<file path="config.mk">
export PLATFORM = sky130hd
export DESIGN_NAME = fwd_ctrl
export DESIGN_NICKNAME = d
export VERILOG_FILES = /design/src/rtl/mips_fwd_pkg.sv /design/src/rtl/fwd_src_sel.sv /design/src/rtl/fwd_ctrl.sv
export SDC_FILE = /design/constraint.sdc
export NUM_CORES = 1
export LEC_CHECK = 0
export BUFFER_PORTS_ARGS = -buffer_cell sky130_fd_sc_hd__buf_2
export CELL_PAD_IN_SITES_DETAIL_PLACEMENT = 1
export CELL_PAD_IN_SITES_GLOBAL_PLACEMENT = 2
export CORE_MARGIN = 2
export CORE_UTILIZATION = 32
export CTS_BUF_LIST = sky130_fd_sc_hd__clkbuf_8
export CTS_CLUSTER_DIAMETER = 80
export DETAILED_ROUTE_END_ITERATION = 10
export PLACE_DENSITY_LB_ADDON = 0.1
export SLEW_MARGIN = 20
export SYNTH_ARGS = -nofsm -noshare
export SYNTH_HDL_FRONTEND = slang
export SYNTH_SLANG_ARGS = --single-unit
export TNS_END_PERCENT = 50
</file>
<file path="constraint.sdc">
create_clock -name clk -period 2.5 [get_ports clk]
set_input_delay 0.375 -clock clk [delete_from_list [all_inputs] [get_ports clk]]
set_output_delay 0.375 -clock clk [all_outputs]
set_load 0.01 [all_outputs]
</file>
<file path="src/rtl/mips_fwd_pkg.sv">
// Shared definitions for the operand-forwarding controller.
//   FWD_* : encodings of the 2-bit ALU-operand mux select
//   slot_t: one shadow pipeline slot {valid, rd, reg_write, mem_read}
package mips_fwd_pkg;

  localparam int unsigned DEF_REG_ADDR_WIDTH = 5;

  localparam logic [1:0] FWD_REG   = 2'b00;  // register file / ID-EX value
  localparam logic [1:0] FWD_EXMEM = 2'b01;  // EX/MEM ALU result
  localparam logic [1:0] FWD_MEMWB = 2'b10;  // MEM/WB write-back value

  typedef struct packed {
    logic                          valid;
    logic [DEF_REG_ADDR_WIDTH-1:0] rd;
    logic                          reg_write;
    logic                          mem_read;
  } slot_t;

  localparam slot_t SLOT_EMPTY = '0;

  // A slot whose result can be forwarded: real, writing, and not targeting the zero register.
  function automatic logic is_live_writer(slot_t s, logic [DEF_REG_ADDR_WIDTH-1:0] zero_reg);
    return s.valid & s.reg_write & (s.rd != zero_reg);
  endfunction

endpackage

</file>
<file path="src/rtl/fwd_src_sel.sv">
// Per-operand forwarding select, combinational.
//   use_src  : the ID instruction reads this operand
//   src      : ID source register specifier
//   ex_live  : EX slot is a live writer;  ex_rd : its destination
//   mem_live : MEM slot is a live writer; mem_rd: its destination
//   sel      : FWD_REG / FWD_EXMEM / FWD_MEMWB
module fwd_src_sel
  import mips_fwd_pkg::*;
#(
  parameter int unsigned REG_ADDR_WIDTH = DEF_REG_ADDR_WIDTH,
  parameter int unsigned ZERO_REG       = 0
) (
  input  logic                      use_src,
  input  logic [REG_ADDR_WIDTH-1:0] src,
  input  logic                      ex_live,
  input  logic [REG_ADDR_WIDTH-1:0] ex_rd,
  input  logic                      mem_live,
  input  logic [REG_ADDR_WIDTH-1:0] mem_rd,
  output logic [1:0]                sel
);

  localparam logic [REG_ADDR_WIDTH-1:0] ZeroReg = REG_ADDR_WIDTH'(ZERO_REG);

  always_comb begin
    sel = FWD_REG;
    if (!use_src || src == ZeroReg) begin
      sel = FWD_REG;
    end else if (ex_live && ex_rd == src) begin
      // Newest producer wins over the older one in MEM.
      sel = FWD_EXMEM;
    end else if (mem_live && mem_rd == src) begin
      sel = FWD_MEMWB;
    end
  end

endmodule

</file>
<file path="src/rtl/fwd_ctrl.sv">
// Forwarding / load-use hazard controller beside the ID/EX pipeline register.
// Keeps a shadow EX/MEM/WB scoreboard of in-flight destinations and registers
// the ALU operand mux selects for the instruction entering EX.
//   clk, rst            : clock, asynchronous active-high reset
//   id_*                : decoded fields of the instruction in ID
//   flush               : kill the ID instruction (redirect)
//   stall               : combinational load-use stall (hold PC/IF-ID, bubble EX)
//   fwd_a_sel/fwd_b_sel : registered operand mux selects for the EX instruction
//   ex_valid            : EX slot holds a real instruction
module fwd_ctrl
  import mips_fwd_pkg::*;
#(
  parameter int unsigned REG_ADDR_WIDTH = DEF_REG_ADDR_WIDTH,
  parameter int unsigned ZERO_REG       = 0
) (
  input  logic                      clk,
  input  logic                      rst,
  input  logic                      id_valid,
  input  logic [REG_ADDR_WIDTH-1:0] id_rs,
  input  logic [REG_ADDR_WIDTH-1:0] id_rt,
  input  logic                      id_use_rs,
  input  logic                      id_use_rt,
  input  logic [REG_ADDR_WIDTH-1:0] id_rd,
  input  logic                      id_reg_write,
  input  logic                      id_mem_read,
  input  logic                      flush,
  output logic                      stall,
  output logic [1:0]                fwd_a_sel,
  output logic [1:0]                fwd_b_sel,
  output logic                      ex_valid
);

  localparam logic [REG_ADDR_WIDTH-1:0] ZeroReg = REG_ADDR_WIDTH'(ZERO_REG);

  slot_t ex_q, mem_q, wb_q;
  slot_t id_slot;
  logic  ex_live, mem_live;
  logic  accept;
  logic  [1:0] sel_a, sel_b;
  logic  [1:0] fwd_a_q, fwd_b_q;

  assign ex_live  = is_live_writer(ex_q, ZeroReg);
  assign mem_live = is_live_writer(mem_q, ZeroReg);

  // ex_live already excludes the zero register, so a $0 load never stalls.
  always_comb begin
    stall = 1'b0;
    if (id_valid && !flush && ex_live && ex_q.mem_read) begin
      stall = (id_use_rs && id_rs == ex_q.rd) || (id_use_rt && id_rt == ex_q.rd);
    end
  end

  assign accept = id_valid & ~stall & ~flush;

  always_comb begin
    id_slot           = SLOT_EMPTY;
    id_slot.valid     = 1'b1;
    id_slot.rd        = id_rd;
    id_slot.reg_write = id_reg_write;
    id_slot.mem_read  = id_mem_read;
  end

  fwd_src_sel #(
    .REG_ADDR_WIDTH(REG_ADDR_WIDTH),
    .ZERO_REG      (ZERO_REG)
  ) u_sel_a (
    .use_src (id_use_rs),
    .src     (id_rs),
    .ex_live (ex_live),
    .ex_rd   (ex_q.rd),
    .mem_live(mem_live),
    .mem_rd  (mem_q.rd),
    .sel     (sel_a)
  );

  fwd_src_sel #(
    .REG_ADDR_WIDTH(REG_ADDR_WIDTH),
    .ZERO_REG      (ZERO_REG)
  ) u_sel_b (
    .use_src (id_use_rt),
    .src     (id_rt),
    .ex_live (ex_live),
    .ex_rd   (ex_q.rd),
    .mem_live(mem_live),
    .mem_rd  (mem_q.rd),
    .sel     (sel_b)
  );

  always_ff @(posedge clk or posedge rst) begin
    if (rst) begin
      ex_q    <= SLOT_EMPTY;
      mem_q   <= SLOT_EMPTY;
      wb_q    <= SLOT_EMPTY;
      fwd_a_q <= FWD_REG;
      fwd_b_q <= FWD_REG;
    end else begin
      wb_q    <= mem_q;
      mem_q   <= ex_q;
      ex_q    <= accept ? id_slot : SLOT_EMPTY;
      fwd_a_q <= accept ? sel_a : FWD_REG;
      fwd_b_q <= accept ? sel_b : FWD_REG;
    end
  end

  assign fwd_a_sel = fwd_a_q;
  assign fwd_b_sel = fwd_b_q;
  assign ex_valid  = ex_q.valid;

`ifndef SYNTHESIS
  // WB is tracked for completeness only (write-through covers its hazard);
  // it must always be last cycle's MEM slot.
  a_wb_follows_mem: assert property (@(posedge clk) disable iff (rst) wb_q == $past(mem_q));
  a_sel_never_11: assert property (@(posedge clk) disable iff (rst)
                                   fwd_a_q != 2'b11 && fwd_b_q != 2'b11);
`endif

endmodule

</file>
==> results.txt <==
----------------------------------------------------
[Finish]
  Share of post-route cells with drive strength above 1 ... 0.360
  Synthesis-to-layout area growth ... 24.2%
  Post-route cell area ... 1200 sq um
  Post-Route Utilization ... 0.426
  Diode insertion count for antenna repair ... 0
  Number of nets in the layout ... 149
  Fillcell total ... 347

[Hold path]
  Type of the worst min-delay path ... in2async

[CTS]
  Clock Sink Count ... 19
  Root Driver ... clkbuf_8
  Resized cells post-CTS ... 0
  Hold buffer count at cts ... 0
  H-tree levels ... 1
  Clk_lat worst skew ... 0.26 ns
  Clock buffer count from CTS ... 3
  Buffer levels on the longest clock path ... 2
  Clock-pin slew on the worst setup and hold paths ... 0.07 ns
  Buffer count from post-CTS setup fixing ... 0
  CTS tree ... built

[Yosys]
  Library cells used by synthesis ... 29
  Synthesized netlist net count ... 115
  Sequential area share after synthesis ... 0.494
  Mean Syn Cell Area ... 10.5 sq um
  Cell type with the largest total area after synthesis ... dfrtp_1
  Yosys Warn Count ... 0
  Synthesized instance count ... 92
  Biggest area contributors in the synthesized netlist ... dfrtp_1, xor2_1, xnor2_1
  Register bit total from synthesis ... 19
  Synth top area share ... 0.494
  Post-synthesis instance area ... 963 sq um

[Floorplan]
  Floorplan Core Area ... 2810 sq um
  Initial standard-cell utilization of the core ... 0.343
  Height of the die ... 58.9 um
  Number of top-level pins ... 29
  Placement row count ... 19
  Floorplan die area ... 3470 sq um
  Floorplan die width ... 58.9 um

[Routing]
  Number of vias per cell after detailed routing ... 4.98
  Detailed router's first-iteration violation count ... 10
  Residual DRC ... 1
  Overall routed net length ... 2420 um
  Total via count after detailed routing ... 777
  Number of optimization iterations in the first detailed-route pass ... 7
  Detailed-route wire length per cell ... 15.5 um
  Antenna Violating Nets Remaining ... 0

[Pwr]
  Total leakage power ... 0.000573 uW
  Power Density ... 522 nW/um^2
  Peak supply drop ... 277 uV

[Setup path]
  Class of the most critical setup path ... reg2out
  WP data arrival ... 1.98 ns
  Data required, critical path ... 2.12 ns
  Critical path fanouts, max ... 5
  Crit end category ... primary output
  Register-to-register setup slack ... 0.46 ns
  Setup crit start kind ... register

[Global routing]
  Global-route usage over all layers ... 0.169
  Total global routing overflow ... 0
  Initial antenna violation count ... 0
  Maximum number of pins on one net before global-route repair ... 20
  Global-route wire length before repair ... 4120 um
  Number of global-route vias before repair ... 797

[Status]
  Run status ... finished with violations
  Failing checks ... design-rule violations

[Timing]
  Relative slew slack ... 0.509
  Max Slew Vio Count ... 0
  Actual slew at the worst max-slew pin ... 0.736 ns
  Crit share post-route ... 0.943
  Final-report setup violation count ... 0
  RSZ-0062 raised after global routing ... no
  Period minus WS final ... 2.36 ns
  Final count of hold timing violations ... 0
  Highest clock frequency the design can meet ... 424 MHz
  Maximum clock skew at final layout ... 0.00250 ns
  TNS Setup ... 0 ns
  Final worst-path setup slack ... 0.143 ns

[Place]
  Cell area reported after detailed placement ... 1150 sq um
  Pre-CTS setup slack ... 0.404 ns
  PortBufs ... 28
  Placer Congestion ... 0.808
  Placed wire-length estimate ... 2010 um

[Job]
  Max_cap viols ... 0

----------------------------------------------------
layout by cell type, fill, tap and decap left out, types with 2 or more instances in the layout:
master	netlist	layout
or4_1	2	2
inv_1	2	2
clkbuf_8	0	3
nor4_1	4	4
nor3_1	2	2
o21ai_1	2	2
nand4_1	4	4
buf_4	0	3
xnor2_1	7	7
nand2_1	10	10
nand3_1	2	2
nor2b_1	3	3
xor2_1	9	9
buf_2	0	28
nand2b_1	3	3
dfrtp_1	19	19
nor2_2	8	8
logic make-up after synthesis:
family                 Yosys count  synth area share
AO/OA/AOI/OAI                    8            0.0623
XOR/XNOR                        16             0.145
buffers and inverters            4            0.0234
flip-flops                      19             0.494
AND/OR/NAND/NOR                 45             0.275
power by group:
part | total [uW] | internal [uW] | switching, uW
sequential | 326 | 317 | 9.42
clock | 217 | 111 | 106
combinational | 81.3 | 37.3 | 43.9
total | 625 | 465 | 159
Yosys cell counts (all sizes together):
| master | number |
|---|---|
| o2111ai | 1 |
| nand2 | 10 |
| a2111o | 1 |
| a21oi | 2 |
| o211ai | 1 |
| nor2b | 3 |
| inv | 2 |
| o21ai | 2 |
| nor4 | 4 |
| nor2 | 9 |
| buf | 2 |
| or3 | 1 |
| xnor2 | 7 |
| nand4 | 4 |
| and4bb | 1 |
| or2b | 1 |
| nand2b | 3 |
| a2111oi | 1 |
| nor3 | 3 |
| nand3 | 2 |
| and2b | 1 |
| nor3b | 1 |
| xor2 | 9 |
| or4 | 2 |
| dfrtp | 19 |
layer usage:
metal  track usage  routed length, um  share of wire
met1         0.215               1050           0.43
met2         0.267               1200           0.49
met3        0.0505                135          0.056
met4        0.0682                 40          0.017
met5             0                  0              0
flip-flops by register name (all words and copies together) (netlist names):
signal	cells
ex_q	7
mem_q	7
fwd_a_sel	2
fwd_b_sel	2
ex_valid	1
worst paths after layout:
kind,cells past startpoint,start,endpoint
setup / recovery,5,ex_q[2]$_DFF_PP0_,stall
hold / removal,2,rst,mem_q[7]$_DFF_PP0_
setup reg to reg,6,ex_q[2]$_DFF_PP0_,fwd_a_sel[0]$_DFF_PP0_
hold reg to reg,0,ex_q[1]$_DFF_PP0_,mem_q[1]$_DFF_PP0_
max in group asynchronous,2,rst,mem_q[2]$_DFF_PP0_
min in group clk,3,id_rd[1],ex_q[3]$_DFF_PP0_
critical path, stage by stage, from the launching register on:
cell and delay, ns:
dfrtp_1 0.42, nor2b_1 0.15, a2111o_1 0.39, or3_1 0.41, a21oi_2 0.19, buf_2 0.16
metrics by stage:
stage / cells / total power, uW / hold slack [ns]
after floorplan: 92 / 374 / 0.326
after global placement: 152 / 413 / 0.357
after detailed placement: 152 / 415 / 0.360
after CTS: 156 / 635 / 0.257
after global routing: 156 / 660 / 0.285
final: 156 / 625 / 0.229
area by class of cell:
| class | instances | area (sq um) | share of cell area |
|---|---|---|---|
| multi-input cells | 69 | 465 | 0.389 |
| well taps | 31 | 38.8 | 0.0324 |
| flip-flops and latches | 19 | 475 | 0.397 |
| repair buffers | 31 | 163 | 0.136 |
| clock buffers | 3 | 41.3 | 0.0345 |
| inverters | 2 | 7.51 | 0.00628 |
| clock inverters | 1 | 5.00 | 0.00418 |
Note: power is estimated with default switching activity, not from simulation.
